[src/rtl/hp48_bus_ctrl.sv]
`default_nettype none
// ============================================================================
// hp48_bus_ctrl - HP48 nibble-bus master; shadows slave PC/DP to skip LOADs.
// Rev 1.0
// ============================================================================
module hp48_bus_ctrl (
  input  logic        strobe_i,
  input  logic        reset_i,
  input  logic        req_valid_i,
  output logic        req_ready_o,
  input  logic [1:0]  req_op_i,
  input  logic        req_use_dp_i,
  input  logic [19:0] req_addr_i,
  input  logic [3:0]  req_count_i,
  input  logic [63:0] req_wdata_i,
  output logic        done_o,
  output logic [63:0] rd_data_o,
  output logic        err_o,
  output logic [3:0]  bus_command_o,
  output logic [19:0] bus_address_o,
  output logic [3:0]  bus_nibble_out_o,
  input  logic [3:0]  bus_nibble_in_i,
  input  logic        bus_active_i
);

  localparam logic [3:0] c_CMD_NOP       = 4'h0;
  localparam logic [3:0] c_CMD_PC_READ   = 4'h2;
  localparam logic [3:0] c_CMD_DP_READ   = 4'h3;
  localparam logic [3:0] c_CMD_PC_WRITE  = 4'h4;
  localparam logic [3:0] c_CMD_DP_WRITE  = 4'h5;
  localparam logic [3:0] c_CMD_LOAD_PC   = 4'h6;
  localparam logic [3:0] c_CMD_LOAD_DP   = 4'h7;
  localparam logic [3:0] c_CMD_CONFIGURE = 4'h8;
  localparam logic [3:0] c_CMD_RESET     = 4'h9;

  localparam logic [1:0] c_OP_READ  = 2'd0;
  localparam logic [1:0] c_OP_WRITE = 2'd1;
  localparam logic [1:0] c_OP_CONF  = 2'd2;

  localparam logic [2:0] c_ST_IDLE  = 3'd0;
  localparam logic [2:0] c_ST_LOAD  = 3'd1;
  localparam logic [2:0] c_ST_XFER  = 3'd2;
  localparam logic [2:0] c_ST_DRAIN = 3'd3;
  localparam logic [2:0] c_ST_CONF  = 3'd4;
  localparam logic [2:0] c_ST_RST   = 3'd5;
  localparam logic [2:0] c_ST_DONE  = 3'd6;

  logic [2:0]  state_q, state_d;
  logic [1:0]  op_q, op_d;
  logic        use_dp_q, use_dp_d;
  logic [3:0]  cnt_q, cnt_d;
  logic [63:0] wdata_q, wdata_d;
  logic [3:0]  cmd_idx_q, cmd_idx_d;
  logic [19:0] pc_q, pc_d, dp_q, dp_d;
  logic        pc_vld_q, pc_vld_d, dp_vld_q, dp_vld_d;
  logic        cap_q, cap_d;
  logic [3:0]  cap_idx_q, cap_idx_d;
  logic [63:0] rbuf_q, rbuf_d;
  logic        err_acc_q, err_acc_d;
  logic [3:0]  cmd_q, cmd_d;
  logic [19:0] baddr_q, baddr_d;
  logic [3:0]  bnib_q, bnib_d;
  logic        done_q, done_d;
  logic        err_q, err_d;
  logic [63:0] rd_q, rd_d;
  logic        ready_q, ready_d;

  logic        w_idle;
  logic        w_accept;
  logic        w_hit;
  logic        w_dp;
  logic        w_wr;
  logic [63:0] w_wdata;
  logic [19:0] w_ptr;
  logic [3:0]  w_nidx;

  assign w_idle   = (state_q == c_ST_IDLE);
  assign w_accept = w_idle && req_valid_i;
  assign w_hit    = req_use_dp_i ? (dp_vld_q && (dp_q == req_addr_i))
                                 : (pc_vld_q && (pc_q == req_addr_i));
  // In IDLE the first transfer nibble may be issued straight from the request.
  assign w_dp     = w_idle ? req_use_dp_i : use_dp_q;
  assign w_wr     = w_idle ? (req_op_i == c_OP_WRITE) : (op_q == c_OP_WRITE);
  assign w_wdata  = w_idle ? req_wdata_i : wdata_q;
  assign w_ptr    = w_dp ? dp_q : pc_q;
  assign w_nidx   = (state_q == c_ST_XFER) ? (cmd_idx_q + 4'd1) : 4'd0;

  always_ff @(posedge strobe_i) begin
    if (reset_i) begin
      state_q <= c_ST_IDLE;
    end else begin
      state_q <= state_d;
    end
  end

  always_comb begin
    state_d = state_q;
    case (state_q)
      c_ST_IDLE: begin
        if (req_valid_i) begin
          case (req_op_i)
            c_OP_READ, c_OP_WRITE: state_d = w_hit ? c_ST_XFER : c_ST_LOAD;
            c_OP_CONF:             state_d = c_ST_CONF;
            default:               state_d = c_ST_RST;
          endcase
        end
      end
      c_ST_LOAD: state_d = c_ST_XFER;
      c_ST_XFER: begin
        if (cmd_idx_q == cnt_q) begin
          state_d = (op_q == c_OP_READ) ? c_ST_DRAIN : c_ST_DONE;
        end
      end
      c_ST_DRAIN, c_ST_CONF, c_ST_RST: state_d = c_ST_DONE;
      c_ST_DONE: state_d = c_ST_IDLE;
      default:   state_d = c_ST_IDLE;
    endcase
  end

  always_comb begin
    op_d      = op_q;
    use_dp_d  = use_dp_q;
    cnt_d     = cnt_q;
    wdata_d   = wdata_q;
    cmd_idx_d = cmd_idx_q;
    pc_d      = pc_q;
    dp_d      = dp_q;
    pc_vld_d  = pc_vld_q;
    dp_vld_d  = dp_vld_q;
    cap_d     = (cmd_q == c_CMD_PC_READ) || (cmd_q == c_CMD_DP_READ);
    cap_idx_d = cmd_idx_q;
    rbuf_d    = rbuf_q;
    err_acc_d = err_acc_q;
    cmd_d     = c_CMD_NOP;
    baddr_d   = baddr_q;
    bnib_d    = bnib_q;
    done_d    = 1'b0;
    err_d     = 1'b0;
    rd_d      = rd_q;
    ready_d   = (state_d == c_ST_IDLE);

    // Slave data arrives the cycle after its READ command.
    if (cap_q) begin
      rbuf_d[{cap_idx_q, 2'b00} +: 4] = bus_nibble_in_i;
    end
    if ((state_q == c_ST_XFER) && !bus_active_i) begin
      err_acc_d = 1'b1;
    end
    if (w_accept) begin
      op_d      = req_op_i;
      use_dp_d  = req_use_dp_i;
      cnt_d     = req_count_i;
      wdata_d   = req_wdata_i;
      rbuf_d    = '0;
      err_acc_d = 1'b0;
    end

    case (state_d)
      c_ST_LOAD: begin
        cmd_d   = req_use_dp_i ? c_CMD_LOAD_DP : c_CMD_LOAD_PC;
        baddr_d = req_addr_i;
        if (req_use_dp_i) begin
          dp_d     = req_addr_i;
          dp_vld_d = 1'b1;
        end else begin
          pc_d     = req_addr_i;
          pc_vld_d = 1'b1;
        end
      end
      c_ST_XFER: begin
        if (w_wr) begin
          cmd_d  = w_dp ? c_CMD_DP_WRITE : c_CMD_PC_WRITE;
          bnib_d = w_wdata[{w_nidx, 2'b00} +: 4];
        end else begin
          cmd_d  = w_dp ? c_CMD_DP_READ : c_CMD_PC_READ;
        end
        baddr_d   = w_ptr;
        cmd_idx_d = w_nidx;
        if (w_dp) begin
          dp_d = w_ptr + 20'd1;
        end else begin
          pc_d = w_ptr + 20'd1;
        end
      end
      c_ST_CONF: begin
        cmd_d   = c_CMD_CONFIGURE;
        baddr_d = req_addr_i;
      end
      c_ST_RST: begin
        cmd_d = c_CMD_RESET;
      end
      c_ST_DONE: begin
        done_d = 1'b1;
        err_d  = err_acc_d;
        rd_d   = rbuf_d;
      end
      default: ;
    endcase
  end

  always_ff @(posedge strobe_i) begin
    if (reset_i) begin
      op_q      <= c_OP_READ;
      use_dp_q  <= 1'b0;
      cnt_q     <= 4'd0;
      wdata_q   <= '0;
      cmd_idx_q <= 4'd0;
      pc_q      <= 20'd0;
      dp_q      <= 20'd0;
      pc_vld_q  <= 1'b0;
      dp_vld_q  <= 1'b0;
      cap_q     <= 1'b0;
      cap_idx_q <= 4'd0;
      rbuf_q    <= '0;
      err_acc_q <= 1'b0;
      cmd_q     <= c_CMD_NOP;
      baddr_q   <= 20'd0;
      bnib_q    <= 4'd0;
      done_q    <= 1'b0;
      err_q     <= 1'b0;
      rd_q      <= '0;
      ready_q   <= 1'b1;
    end else begin
      op_q      <= op_d;
      use_dp_q  <= use_dp_d;
      cnt_q     <= cnt_d;
      wdata_q   <= wdata_d;
      cmd_idx_q <= cmd_idx_d;
      pc_q      <= pc_d;
      dp_q      <= dp_d;
      pc_vld_q  <= pc_vld_d;
      dp_vld_q  <= dp_vld_d;
      cap_q     <= cap_d;
      cap_idx_q <= cap_idx_d;
      rbuf_q    <= rbuf_d;
      err_acc_q <= err_acc_d;
      cmd_q     <= cmd_d;
      baddr_q   <= baddr_d;
      bnib_q    <= bnib_d;
      done_q    <= done_d;
      err_q     <= err_d;
      rd_q      <= rd_d;
      ready_q   <= ready_d;
    end
  end

  assign req_ready_o      = ready_q;
  assign done_o           = done_q;
  assign err_o            = err_q;
  assign rd_data_o        = rd_q;
  assign bus_command_o    = cmd_q;
  assign bus_address_o    = baddr_q;
  assign bus_nibble_out_o = bnib_q;

endmodule
`default_nettype wire

[config.mk]
export PLATFORM = sky130hd
export DESIGN_NAME = hp48_bus_ctrl
export DESIGN_NICKNAME = d
export VERILOG_FILES = /design/src/rtl/hp48_bus_ctrl.sv
export SDC_FILE = /design/constraint.sdc
export NUM_CORES = 1
export LEC_CHECK = 0
export BUFFER_PORTS_ARGS = -buffer_cell sky130_fd_sc_hd__buf_4
export CAP_MARGIN = 20
export CORE_MARGIN = 1
export CORE_UTILIZATION = 54
export CTS_CLUSTER_DIAMETER = 30
export CTS_CLUSTER_SIZE = 20
export DETAILED_ROUTE_END_ITERATION = 16
export PLACE_DENSITY = 0.76
export SYNTH_ARGS = -nofsm -noshare
export SYNTH_HDL_FRONTEND = slang
export SYNTH_SLANG_ARGS = --single-unit
[constraint.sdc]
create_clock -name strobe_i -period 3.75 [get_ports strobe_i]
set_input_delay 0.1875 -clock strobe_i [delete_from_list [all_inputs] [get_ports strobe_i]]
set_output_delay 0.1875 -clock strobe_i [all_outputs]
set_load 0.01 [all_outputs]
# Yosys cells after proc, flatten, opt, wreduce, memory -nomap -nowiden
# Index checks and enable logic that the tools add are counted.
# Widths: inputs -> output; s select.
dict set report op_classes {
  addsub 3
  bitwise_logic 2
  n_eq_ne 22
  n_shift 3
  reduce_logical 21
  muxes 30
}
# op n
set ops {}
lappend ops {{$mux 64} 3}
lappend ops {{$pmux 20 s2} 3}
lappend ops {{$mux 20} 5}
lappend ops {{$bwmux 64} 1}
lappend ops {{$shift 4x8->64 const A} 1}
lappend ops {{$shiftx 4x8->64} 1}
lappend ops {{$shiftx 64x7->4} 1}
lappend ops {{$eq 20x20->1} 2}
lappend ops {{$add 20x1->20 const B} 1}
lappend ops {{$pmux 4 s4} 1}
lappend ops {{$eq 3x3->1 const B} 5}
lappend ops {{$mux 3} 4}
lappend ops {{$pmux 3 s4} 1}
lappend ops {{$eq 3x2->1 const B} 3}
lappend ops {{$mux 1} 9}
lappend ops {{$eq 4x2->1 const B} 2}
lappend ops {{$ne 2x2->1 const B} 4}
lappend ops {{$neg 6->8} 1}
lappend ops {{$eq 3x1->1 const B} 2}
lappend ops {{$logic_not 3->1} 2}
lappend ops {{$pmux 3 s2} 1}
lappend ops {{$reduce_and 2->1} 3}
lappend ops {{$reduce_and 3->1} 2}
lappend ops {{$reduce_or 2->1} 3}
lappend ops {{13 further kinds} 20}
dict set report totals {
  inputBits 99
  output_inout_bits 95
  word_cells 102
  reg_bits 285
}

# Depth between registers and ports, before layout
dict set report depth {
  ltp_word 10
  mapped_depth 16
}

# Worst setup path after synthesis
# OpenSTA, ideal clock, no wires.
dict set report synth_timing {
  path_kind {register to register}
  startpoint {reg state_q[0]}
  endpoint {reg dp_q[10]}
  path_stages_with_launch 17
  path_slack_ns 0.893
  n_path_buf 4
  required_ns 3.679
  setup_ns 0.071
  t_arrival_ns 2.786
  cell_sequence {dfxtp_1 buf_4 or4b_1 buf_2 nand2_2 buf_6 buf_2 nand2_1 nand2_1 ha_1 nand2_1 or4_1 a21oi_1 a221oi_1 o211ai_1 o221ai_1 a21oi_1}
}
dict set report synth_between {
  elab_chain_len 6
  word_cells_on_any_way 21
  cone_classes {1 x add/sub; 9 x eq/ne; 7 x mux; 4 x reduce/logical}
}
# element line_no
set synth_rtl {}
lappend synth_rtl {{from (decl)} 48} ;# logic [2:0] state_q, state_d;
lappend synth_rtl {{from (signal assigned)} 90} ;# state_q <= c_ST_IDLE;
lappend synth_rtl {{from (signal assigned)} 92} ;# state_q <= state_d;
lappend synth_rtl {{$logic_not 3->1 (tied with other cells)} {77, 98}}
lappend synth_rtl {{$mux 1 or $reduce_or 3->1 (tied branches)} {82, 98}}
lappend synth_rtl {{$mux 20 or $pmux 3 s4 (tied branches)} {85, 98}}
lappend synth_rtl {{$add 20x1->20 (tied with other cells)} 180} ;# dp_d = w_ptr + 20'd1;
lappend synth_rtl {{$mux 20 (tied with other cells)} 179} ;# if (w_dp) begin
lappend synth_rtl {{$pmux 20 s2 or $reduce_and 3->1 (tied branches)} n/a}
lappend synth_rtl {{to (signal assigned)} 230} ;# dp_q <= dp_d;
lappend synth_rtl {{to (decl)} 54} ;# logic [19:0] pc_q, pc_d, dp_q, dp_d;
# Parallel ways exist; a longest one is shown, timed or not. The select of a mux whose other input is x is not followed.
# A chain may end at the register's enable or synchronous reset.

# Final worst setup path
dict set report layout_timing {
  startpoint {reg state_q[1]}
  endpoint {reg dp_q[10]}
}
# The elaborated chain is that of the path after synthesis.

==> impl_metrics.ini <==
[floorplanning]
core-area_sq_um = 24250
die_x_um = 159.1
start_util_pct = 54.94
die_y_um = 159.1
fp-row-count = 57
die-area_sq_um = 25300
io_pins = 194

[layout]
layout.nets = 1945
diodes = 0
nFillCells = 1761
finish.instance_area_sq_um = 17770
multi_input_area_sq_um = 7018
final_cell_mix = 285 x dfxtp_1, 217 x buf_4, 208 x nand2_1, 185 x a21oi_1, 152 x nor2_1
stdcell_count = 2210
final_common_cell = dfxtp_1
ff_latch_area_sq_um = 5705
syn2layout_area_growth_pct = 33.40
drive_above_1_share_pct = 18.35

[sta]
fin_setup_tns_ns = 0
hold_viol = 0
finClkSkew_ns = 0.04247
rsz0062_at_grt = false
fmax_mhz = 305.0
hold_ws_ns = 0.07587
setup_viol = 0
drv_slew = 0
tightest_slew_ns = 0.9197
slew_headroom_pct = 38.55
period_share_pct = 87.43
fin_crit_ns = 3.279

[clock_tree]
clockBufferDepth = 3
cts_tree = built
cts_setup_buffers = 0
clockRootBuffer = clkbuf_16
insertion_delay_ns = 0.57
cts-buffers-inserted = 55
cts_max_level = 2
clock-sinks = 285
clk_pin_slew_ns = 0.05

[routing]
drtAntennaViolNets = 0
vias = 12928
routed_wl_um = 42060
viasPerCell = 5.850
drcViolationCount = 0
dr.pass1.iters = 5
drtIter0Drc = 1119
wl_per_cell_um = 19.03

[worst_setup_path]
cp.required_ns = 4.21
slowest_delay_ns = 0.76
crit_path_frequent_cell = nand2_1
crit_chain = or4b_1 > nand2_2 > nand2_1 > nand2_1 > ha_1 > nand2_1 > or4_1 > a21oi_1 > a221oi_1 > o211ai_1 > o221ai_1 > a21oi_1
crit_type = reg -> reg
worstPathArrival_ns = 3.74
critPathBufInv = 0
critical-path-slowest-cell = or4b_1
critical-path-top-delay-family = simple AND/OR/NAND/NOR gates
critPathCaptureType = flip-flop
worst-path-max-fanout = 14
cp-start-kind = flip-flop

[power_and_ir_drop]
power.density_nw_per_um2 = 661.7
ir_worst_vdd_uv = 389.3
leakage_nw = 7.044
p_total_w = 0.01176

[global_route]
antenna_found_initial = 0
grt_pass1_vias = 12631
grt_first_pass_wirelength_um = 66980
grt_max_degree = 131
overflow = 0
track_usage_pct = 32.53

[yosys]
synth_seq_cells = 285
synth_cell_type_count = 76
avgSynthCellArea_sq_um = 8.311
synthArstFlopShare_pct = 0
synthFlopType = dfxtp_1
yosys_warnings = 0
ys_seq_area_share_pct = 42.82
syn_area_sq_um = 13320
synth_edf_count = 0
synth_nets = 1707
syn_inst = 1603

[place]
port_buffers = 193
placed_cells = 2017
post-dp-hpwl_um = 25990
gp_congestion = 0.9903
placed_area_sq_um = 14910

[run_status]
status = finished clean

[job]
drv_cap = 0

[min_path]
min_path_type = in -> reg
registers in the layout, indices dropped and copies added (netlist names), 2 cells and up:
signal	count
cap_idx_d	4
bus_nibble_out_o	4
op_q	2
state_q	3
cnt_q	4
rd_data_o	64
cap_idx_q	4
bus_address_o	20
rbuf_q	64
dp_q	20
wdata_q	64
pc_q	20
bus_command_o	4
per-stage QoR:
step / util [%] / worst slack (ns)
2_1_floorplan: - / 0.8934
3_3_place_gp: 61.48 / 0.6019
3_5_place_dp: 61.48 / 0.5358
4_1_cts: 73.29 / 0.4933
5_1_grt: 73.29 / 0.1928
6_report: 73.29 / 0.4714
final timing paths:
| path | depth (start not counted) | slack (ns) | endpoint | startpoint |
|---|---|---|---|---|
| setup / recovery | 12 | 0.47 | dp_q[10] | state_q[1] |
| hold / removal | 3 | 0.08 | rbuf_q[35] | bus_nibble_in_i[3] |
| setup reg to reg | 12 | 0.47 | dp_q[10] | state_q[1] |
| hold reg to reg | 2 | 0.45 | wdata_q[36] | wdata_q[36] |
power breakdown:
group          switching, W  leakage, nW  internal (W)
logic               0.00177         3.77       0.00113
clock network       0.00164        0.957       0.00345
registers          0.000408         2.32       0.00336
metal layers:
metal	wire (um)	global-route usage (%)	up-vias
li1	-	-	6168
met1	17730	42.83	6091
met2	19810	52.35	559
met3	3249	6.721	110
met4	1272	12.63	0
met5	0	0	-
final cells by class:
type                    instances  area share [%]
clock buffers                  69           8.434
multi-input cells            1162           39.49
clock inverters                33           2.563
repair buffers                311           14.58
inverters                      26          0.5491
well taps                     324           2.281
flip-flops and latches        285           32.10
what timing repair did:
action,4_1_cts,5_1_grt
hold endpoints to repair,108,0
gates resized for setup,0,0
hold buffers,91,0
synthesized netlist by cell type (3+ instances only):
library cell / count / area (sq um)
a211oi_1: 4 / 30.03
a21oi_1: 187 / 935.9
a21oi_2: 3 / 26.28
a311oi_1: 4 / 35.03
a31oi_1: 5 / 31.28
and2_1: 9 / 56.30
and3_1: 12 / 75.07
and4_1: 5 / 43.79
buf_1: 6 / 22.52
buf_2: 25 / 125.1
buf_4: 5 / 37.54
clkbuf_1: 92 / 345.3
dfxtp_1: 285 / 5705
ha_1: 5 / 62.56
inv_1: 25 / 93.84
mux2_2: 5 / 56.30
mux2i_1: 109 / 1091
nand2_1: 209 / 784.5
nand3_1: 32 / 160.2
nand4_1: 22 / 137.6
nor2_1: 152 / 570.6
nor2b_1: 8 / 50.05
nor3_1: 107 / 535.5
nor3b_1: 3 / 22.52
nor4_1: 3 / 18.77
o211ai_1: 38 / 285.3
o21ai_0: 22 / 110.1
o21ai_1: 9 / 45.04
o221ai_1: 7 / 61.31
o22a_1: 16 / 140.1
o22ai_1: 23 / 143.9
o2bb2ai_1: 9 / 78.83
o31a_1: 5 / 43.79
o31ai_1: 32 / 240.2
o32ai_1: 3 / 26.28
xnor2_1: 54 / 473.0
xor2_1: 13 / 113.9
tightest hold or removal path, delay by kind of cell:
family        cells  cell delay [ns]
buf+inv           1             0.19
mux               1             0.11
simple gates      1             0.12
logic make-up (layout without fill, tap and decap cells):
group                    after synthesis  in the layout  synth area share (%)
flip-flops                           285            285                 42.82
adder cells (fa/ha/maj)                5              5                0.4696
multiplexers                         114            114                 8.612
AND/OR/NAND/NOR                      586            586                 20.22
AO/OA/AOI/OAI                        390            390                 18.59
XOR/XNOR                              67             67                 4.405
buffers and inverters                156            439                 4.884
No activity file was read; power rests on OpenSTA's default activity.
